[config.mk]
export PLATFORM = sky130hd
export DESIGN_NAME = fft_sample_loader_flat
export DESIGN_NICKNAME = d
export VERILOG_FILES = /design/src/rtl/fft_pkg.sv /design/src/rtl/fft_sample_loader_if.sv /design/src/rtl/fft_sample_bank.sv /design/src/rtl/fft_sample_loader.sv /design/src/flat_wrapper.sv
export SDC_FILE = /design/constraint.sdc
export NUM_CORES = 1
export LEC_CHECK = 0
export ABC_AREA = 1
export BUFFER_PORTS_ARGS = -buffer_cell sky130_fd_sc_hd__buf_2
export CAP_MARGIN = 10
export CELL_PAD_IN_SITES_DETAIL_PLACEMENT = 0
export CELL_PAD_IN_SITES_GLOBAL_PLACEMENT = 1
export CORE_ASPECT_RATIO = 0.7
export CORE_MARGIN = 2
export CORE_UTILIZATION = 41
export DETAILED_ROUTE_END_ITERATION = 10
export PLACE_DENSITY_LB_ADDON = 0.1
export SYNTH_ARGS = -nofsm -noshare
export SYNTH_HDL_FRONTEND = slang
export SYNTH_SLANG_ARGS = --single-unit
[constraint.sdc]
create_clock -name clk -period 24 [get_ports clk]
set_input_delay 2.4 -clock clk [delete_from_list [all_inputs] [get_ports clk]]
set_output_delay 2.4 -clock clk [all_outputs]
set_load 0.02 [all_outputs]
[src/rtl/fft_pkg.sv]
// Shared constants and the loader state type for the FFT front end.
// Samples are signed Q8.8 at the default width.
package fft_pkg;

    localparam int FFT_DATA_W = 16;
    localparam int FFT_NPTS   = 8;
    localparam int FFT_FRAC_W = 8;

    typedef enum logic [1:0] {
        ST_FILL  = 2'd0,
        ST_WRITE = 2'd1,
        ST_START = 2'd2,
        ST_BUSY  = 2'd3
    } loader_state_t;

endpackage

[src/rtl/fft_sample_loader_if.sv]
// Sample stream and FFT-side signals of the loader, grouped with modports.
// slave = the loader itself, master = the stream source / FFT side.
interface fft_sample_loader_if
    import fft_pkg::*;
#(
    parameter int DATA_W = FFT_DATA_W,
    parameter int NPTS   = FFT_NPTS
);
    logic                     s_valid;
    logic                     s_ready;
    logic signed [DATA_W-1:0] s_real;
    logic signed [DATA_W-1:0] s_imag;
    logic                     s_last;
    logic [NPTS*DATA_W-1:0]   frame_real;
    logic [NPTS*DATA_W-1:0]   frame_imag;
    logic                     fft_write;
    logic                     fft_start;
    logic                     fft_ready;
    logic                     frame_err;

    modport slave (
        input  s_valid, s_real, s_imag, s_last, fft_ready,
        output s_ready, frame_real, frame_imag, fft_write, fft_start, frame_err
    );

    modport master (
        output s_valid, s_real, s_imag, s_last, fft_ready,
        input  s_ready, frame_real, frame_imag, fft_write, fft_start, frame_err
    );
endinterface

[src/rtl/fft_sample_bank.sv]
// NPTS-entry complex sample register bank: one write port, packed read-out.
// Samples are stored bit-exact; reset clears every slot.
module fft_sample_bank
    import fft_pkg::*;
#(
    parameter int DATA_W = FFT_DATA_W,
    parameter int NPTS   = FFT_NPTS,
    parameter int IDX_W  = $clog2(NPTS)
) (
    input  logic                     clk,
    input  logic                     rst,
    input  logic                     i_we,
    input  logic [IDX_W-1:0]         i_idx,
    input  logic signed [DATA_W-1:0] i_real,
    input  logic signed [DATA_W-1:0] i_imag,
    output logic [NPTS*DATA_W-1:0]   o_real,
    output logic [NPTS*DATA_W-1:0]   o_imag
);
    logic signed [DATA_W-1:0] r_real [NPTS];
    logic signed [DATA_W-1:0] r_imag [NPTS];

    always_ff @(posedge clk or posedge rst) begin
        if (rst) begin
            for (int k = 0; k < NPTS; k++) begin
                r_real[k] <= '0;
                r_imag[k] <= '0;
            end
        end else if (i_we) begin
            r_real[i_idx] <= i_real;
            r_imag[i_idx] <= i_imag;
        end
    end

    always_comb begin
        o_real = '0;
        o_imag = '0;
        for (int k = 0; k < NPTS; k++) begin
            o_real[DATA_W*k +: DATA_W] = r_real[k];
            o_imag[DATA_W*k +: DATA_W] = r_imag[k];
        end
    end
endmodule

[src/rtl/fft_sample_loader.sv]
// Collects NPTS complex samples into a frame and hands it to the FFT (write, start, wait).
// Define FFT_LOADER_DBUF_EN for two banks so the next frame fills while the FFT is busy.
module fft_sample_loader
    import fft_pkg::*;
#(
    parameter int DATA_W = FFT_DATA_W,
    parameter int NPTS   = FFT_NPTS
) (
    input logic                clk,
    input logic                rst,
    fft_sample_loader_if.slave bus
);
    localparam int               IDX_W     = $clog2(NPTS);
    localparam logic [IDX_W-1:0] LAST_SLOT = IDX_W'(NPTS - 1);

    loader_state_t          r_state, w_state_nxt;
    logic [IDX_W-1:0]       r_cnt;
    logic                   r_rdy_en, r_busy_seen, r_err;
    logic                   w_xfer, w_last_slot, w_fill_done, w_busy_exit, w_swap_go;
    logic [NPTS*DATA_W-1:0] w_frame_real, w_frame_imag;

    assign w_xfer      = bus.s_valid && bus.s_ready;
    assign w_last_slot = (r_cnt == LAST_SLOT);
    assign w_fill_done = w_xfer && w_last_slot;
    // fft_ready is only honoured once a full BUSY cycle has elapsed
    assign w_busy_exit = (r_state == ST_BUSY) && r_busy_seen && bus.fft_ready;

    always_ff @(posedge clk or posedge rst) begin
        if (rst) begin
            r_state     <= ST_FILL;
            r_cnt       <= '0;
            r_rdy_en    <= 1'b0;
            r_busy_seen <= 1'b0;
            r_err       <= 1'b0;
        end else begin
            r_state     <= w_state_nxt;
            r_rdy_en    <= 1'b1;
            r_busy_seen <= (r_state == ST_BUSY);
            r_err       <= w_xfer && (w_last_slot != bus.s_last);
            if (w_xfer)
                r_cnt <= (w_last_slot || bus.s_last) ? '0 : r_cnt + 1'b1;
        end
    end

    always_comb begin
        w_state_nxt = r_state;
        unique case (r_state)
            ST_FILL:  if (w_fill_done) w_state_nxt = ST_WRITE;
            ST_WRITE: w_state_nxt = ST_START;
            ST_START: w_state_nxt = ST_BUSY;
            ST_BUSY:  if (w_busy_exit) w_state_nxt = w_swap_go ? ST_WRITE : ST_FILL;
            default:  w_state_nxt = ST_FILL;
        endcase
    end

`ifdef FFT_LOADER_DBUF_EN
    logic                   r_act, r_full, w_fill_sel;
    logic [NPTS*DATA_W-1:0] w_b0_real, w_b0_imag, w_b1_real, w_b1_imag;

    // While idle the presented bank is filled; otherwise the hidden one
    assign w_fill_sel = (r_state == ST_FILL) ? r_act : ~r_act;

    fft_sample_bank #(.DATA_W(DATA_W), .NPTS(NPTS)) u_bank0 (
        .clk(clk), .rst(rst), .i_we(w_xfer && !w_fill_sel), .i_idx(r_cnt),
        .i_real(bus.s_real), .i_imag(bus.s_imag), .o_real(w_b0_real), .o_imag(w_b0_imag)
    );
    fft_sample_bank #(.DATA_W(DATA_W), .NPTS(NPTS)) u_bank1 (
        .clk(clk), .rst(rst), .i_we(w_xfer && w_fill_sel), .i_idx(r_cnt),
        .i_real(bus.s_real), .i_imag(bus.s_imag), .o_real(w_b1_real), .o_imag(w_b1_imag)
    );

    always_ff @(posedge clk or posedge rst) begin
        if (rst) begin
            r_act  <= 1'b0;
            r_full <= 1'b0;
        end else if (w_busy_exit) begin
            r_act  <= ~r_act;
            r_full <= 1'b0;
        end else if (w_fill_done && (r_state != ST_FILL)) begin
            r_full <= 1'b1;
        end
    end

    assign w_frame_real = r_act ? w_b1_real : w_b0_real;
    assign w_frame_imag = r_act ? w_b1_imag : w_b0_imag;
    assign bus.s_ready  = r_rdy_en && ((r_state == ST_FILL) || !r_full);
    assign w_swap_go    = r_full || w_fill_done;
`else
    fft_sample_bank #(.DATA_W(DATA_W), .NPTS(NPTS)) u_bank (
        .clk(clk), .rst(rst), .i_we(w_xfer), .i_idx(r_cnt),
        .i_real(bus.s_real), .i_imag(bus.s_imag), .o_real(w_frame_real), .o_imag(w_frame_imag)
    );

    assign bus.s_ready = r_rdy_en && (r_state == ST_FILL);
    assign w_swap_go   = 1'b0;
`endif

    assign bus.frame_real = w_frame_real;
    assign bus.frame_imag = w_frame_imag;
    assign bus.fft_write  = (r_state == ST_WRITE);
    assign bus.fft_start  = (r_state == ST_START);
    assign bus.frame_err  = r_err;
endmodule

[src/flat_wrapper.sv]
// flat-port wrapper written by rule: the top's interface ports become plain ports
module fft_sample_loader_flat import fft_pkg::*;
#(
    parameter int DATA_W = FFT_DATA_W,
    parameter int NPTS   = FFT_NPTS
)
  (clk, rst, bus_s_valid, bus_s_real, bus_s_imag, bus_s_last, bus_fft_ready, bus_s_ready, bus_frame_real, bus_frame_imag, bus_fft_write, bus_fft_start, bus_frame_err);
  fft_sample_loader_if #(.DATA_W(DATA_W), .NPTS(NPTS)) bus_i ();
  input logic clk;
  input logic rst;
  input wire logic [$bits(bus_i.s_valid)-1:0] bus_s_valid;
  input wire logic [$bits(bus_i.s_real)-1:0] bus_s_real;
  input wire logic [$bits(bus_i.s_imag)-1:0] bus_s_imag;
  input wire logic [$bits(bus_i.s_last)-1:0] bus_s_last;
  input wire logic [$bits(bus_i.fft_ready)-1:0] bus_fft_ready;
  output wire logic [$bits(bus_i.s_ready)-1:0] bus_s_ready;
  output wire logic [$bits(bus_i.frame_real)-1:0] bus_frame_real;
  output wire logic [$bits(bus_i.frame_imag)-1:0] bus_frame_imag;
  output wire logic [$bits(bus_i.fft_write)-1:0] bus_fft_write;
  output wire logic [$bits(bus_i.fft_start)-1:0] bus_fft_start;
  output wire logic [$bits(bus_i.frame_err)-1:0] bus_frame_err;
  assign bus_i.s_valid = bus_s_valid;
  assign bus_i.s_real = bus_s_real;
  assign bus_i.s_imag = bus_s_imag;
  assign bus_i.s_last = bus_s_last;
  assign bus_i.fft_ready = bus_fft_ready;
  assign bus_s_ready = bus_i.s_ready;
  assign bus_frame_real = bus_i.frame_real;
  assign bus_frame_imag = bus_i.frame_imag;
  assign bus_fft_write = bus_i.fft_write;
  assign bus_fft_start = bus_i.fft_start;
  assign bus_frame_err = bus_i.frame_err;
  fft_sample_loader #(.DATA_W(DATA_W), .NPTS(NPTS)) u_core (.clk(clk), .rst(rst), .bus(bus_i));
endmodule
==> qor.yml <==
synthesis:
  synth_cell_types: 18
  synth_common_cells: "528 x nand2_1, 264 x dfrtp_1, 135 x nand3_1"
  ys_seq_elements: 264
  post-synth-top-count-cell: "nand2_1"
  netlist_area_um2: 10600
  yosysTopAreaCell: "dfrtp_1"
  ys_seq_area_frac: 0.623
  synth-edff-count: 0
  yosys-top-cells-area: "dfrtp_1 62%, nand2_1 19%, nand3_1 6.4%"
  netlist.area_leader.share: 0.623
  synth_async_sr_flop_share: 1.00
  synth_ff_type: "dfrtp_1"
  syn_nets: 1243
  syn_inst: 1199
  yosys_warnings: 0
  synth_area_per_cell_um2: 8.84
global_routing:
  antenna_found_initial: 0
  grt_pass1_wl_um: 53000
  grt_max_degree: 94
  grt-ovfl-total: 0
  grt_use_total: 0.251
  first_global_vias: 8478
floorplan:
  coreArea_um2: 25600
  dieArea_um2: 27200
  die_h_um: 139
  die_x_um: 196
  num_rows: 49
  initial_core_util: 0.415
  ioPinCount: 297
power:
  p_per_area_nw_per_um2: 140
  sw_frac_of_total: 0.416
  p_int_uw: 1080
  ir_worst_vdd_mv: 0.0635
  p_leak_uw: 0.00766
  netSwitchingPower_uw: 766
  power.share.combinational: 0.370
  finalPower_uw: 1840
  p_clk_frac: 0.241
  power.share.sequential: 0.390
finish:
  fin_nets: 1478
  fin_cells: 1784
  fillers: 2500
  n_antenna_cell: 0
  drive_gt1_frac: 0.255
  area_delta_synth_final_pct: 24.1
  ff_latch_area_um2: 6610
  multi_input_area_um2: 3510
detailed_routing:
  finalWirelength_um: 34600
  first_pass_iters: 4
  wl_per_cell_um: 19.4
  drc_errors: 0
  drt-initial-drc-count: 632
  ant_nets: 0
  vias_per_cell: 5.07
  vias: 9046
setup_path:
  worstRegToRegCells: 11
  r2r_slack_ns: 20.81
  rr_endpoint: "u_core.u_bank.o_real[125]$_DFFE_PP0P_"
  cp_cell_sequence: "buf_2, nand2_4, inv_4, buf_4, nand2_1, buf_4, nand2_1, nand2_1"
  critical_path.max_fanout: 93
  cp_slowest_cell: "buf_4"
  end_kind: "flop"
  path_common_cell: "nand2_1"
  start_kind: "input port"
  cp.arrival_ns: 4.73
  slowest_delay_ns: 0.79
  path_buf_inv: 4
  crit_type: "in -> reg"
  critPathTopFamily: "buffers and inverters"
  critPathRequiredTime_ns: 24.41
  reg2reg_from: "u_core.r_state[1]$_DFFE_PP0P_"
clock_network:
  cts_resized: 0
  clockBufferDepth: 3
  clk_latency_ns: 0.52
  clk_pin_slew_worst_paths_ns: 0.07
  post_cts_buffers: 0
  cts_buffers: 27
  htree_levels: 1
  cts-hold-fix-buffers: 0
  cts_tree: "yes"
  cts-root-buf: "clkbuf_16"
  cts_sinks: 264
timing:
  clock-skew-final_ns: 0.00659
  max_freq_mhz: 231
  rsz0062_at_grt: "no"
  period_needed_ns: 4.32
  drv_slew: 0
  worst_pin_slew_ns: 1.20
  max_slew_margin: 0.201
  hold_viol: 0
  fin_tns_setup_ns: 0
  setup_ws_ns: 19.68
  setup-violations-final: 0
  timing.final.crit_share: 0.180
placed_design:
  io_buffers: 296
  pre_cts_slack_ns: 19.21
  dp_cells: 1735
  place.gp.congestion: 0.790
  dpl.hpwl_um: 22600
min_path:
  min_to: "u_core.u_bank.o_imag[68]$_DFFE_PP0P_"
  hold_path.startpoint: "u_core.u_bank.o_imag[68]$_DFFE_PP0P_"
  hold_class: "reg -> reg"
  worstHoldPathCells: 2
outcome:
  status: "complete, no violations"
job:
  drv_cap: 0
## power groups by stage
stage / Sequential [µW] / Clock (µW) / Combinational (µW)
2_1_floorplan: 913 / 0 / 210
3_3_place_gp: 719 / 0 / 678
3_5_place_dp: 721 / 0 / 688
4_1_cts: 717 / 450 / 688
5_1_grt: 736 / 470 / 742
6_report: 717 / 443 / 680
## worst max-delay path by stage
stage | depth (start not counted) | endpoint | start | slack, ns
floorplan | 1 | u_core.bus.frame_err$_DFF_PP0_ | rst | 14.33
detailed placement | 8 | u_core.u_bank.o_real[118]$_DFFE_PP0P_ | bus_s_valid | 19.21
CTS | 8 | u_core.u_bank.o_imag[117]$_DFFE_PP0P_ | bus_s_valid | 19.76
finish | 8 | u_core.u_bank.o_real[125]$_DFFE_PP0P_ | bus_s_valid | 19.68
global route | 8 | u_core.u_bank.o_imag[117]$_DFFE_PP0P_ | bus_s_valid | 19.45
global placement | 8 | u_core.u_bank.o_imag[122]$_DFFE_PP0P_ | bus_s_valid | 19.20
## final cells by class
| type | count | area share |
|---|---|---|
| timing repair buffer | 315 | 0.125 |
| inverter | 11 | 0.00390 |
| sequential | 264 | 0.502 |
| clock inverter | 10 | 0.0122 |
| multi-input combinational | 815 | 0.267 |
| clock buffer | 38 | 0.0583 |
| tap | 331 | 0.0315 |
## registers in the layout, summed over array words and instances, names as in the netlist
register and flops:
u_core.bus.frame_err 1, u_core.r_rdy_en 1, u_core.r_state 2, u_core.r_busy_seen 1, u_core.u_bank.o_real 128, u_core.u_bank.o_imag 128
u_core.r_cnt 3
## worst min-delay path, cell delays in order, from the launching register on
cell	delay (ns)
dfrtp_1	0.34
nand2_1	0.05
nand2_1	0.05
## kinds of logic (layout without fill, tap and decap cells)
kind of cell / count (synthesis) / count (layout) / synth area share
adder cells (fa/ha/maj): 7 / 7 / 0.00826
AO/OA/AOI/OAI: 131 / 131 / 0.0619
AND/OR/NAND/NOR: 676 / 676 / 0.257
other: 1 / 1 / 0.000354
flip-flops: 264 / 264 / 0.623
buffers and inverters: 120 / 374 / 0.0486
## stage by stage
stage | utilization | area, µm² | hold slack [ns]
5_1_grt | 0.514 | 13100 | 0.487
3_3_place_gp | 0.477 | 12200 | 0.449
4_1_cts | 0.513 | 13100 | 0.469
3_5_place_dp | 0.477 | 12200 | 0.453
2_1_floorplan | - | 10600 | 0.490
6_report | 0.514 | 13100 | 0.466
## layout by cell type (no fill, tap or decap)
cell type / netlist / final
nand2_1: 528 / 528
buf_2: 22 / 296
dfrtp_1: 264 / 264
nand3_1: 135 / 135
o21ai_0: 131 / 131
clkbuf_16: 0 / 27
buf_4: 0 / 18
inv_1: 8 / 7
ha_1: 7 / 7
nor2_2: 1 / 6
clkbuf_1: 54 / 6
clkbuf_8: 0 / 5
bufinv_16: 0 / 4
clkinv_2: 0 / 3
inv_2: 3 / 2
nor3_4: 0 / 2
nor2_1: 7 / 2
nand4_1: 1 / 1
or2_2: 1 / 1
nand2_4: 0 / 1
inv_4: 0 / 1
inv_8: 0 / 1
clkinvlp_4: 0 / 1
clkinv_4: 0 / 1
inv_6: 0 / 1
buf_16: 0 / 1
conb_1: 1 / 1
## per-layer routing
| layer | track usage | wire [µm] |
|---|---|---|
| met2 | 0.354 | 14400 |
| met3 | 0.0534 | 2530 |
| met1 | 0.400 | 17200 |
| met5 | 0 | 0 |
| met4 | 0.0431 | 506 |
No activity file was read; power rests on OpenSTA's default activity.
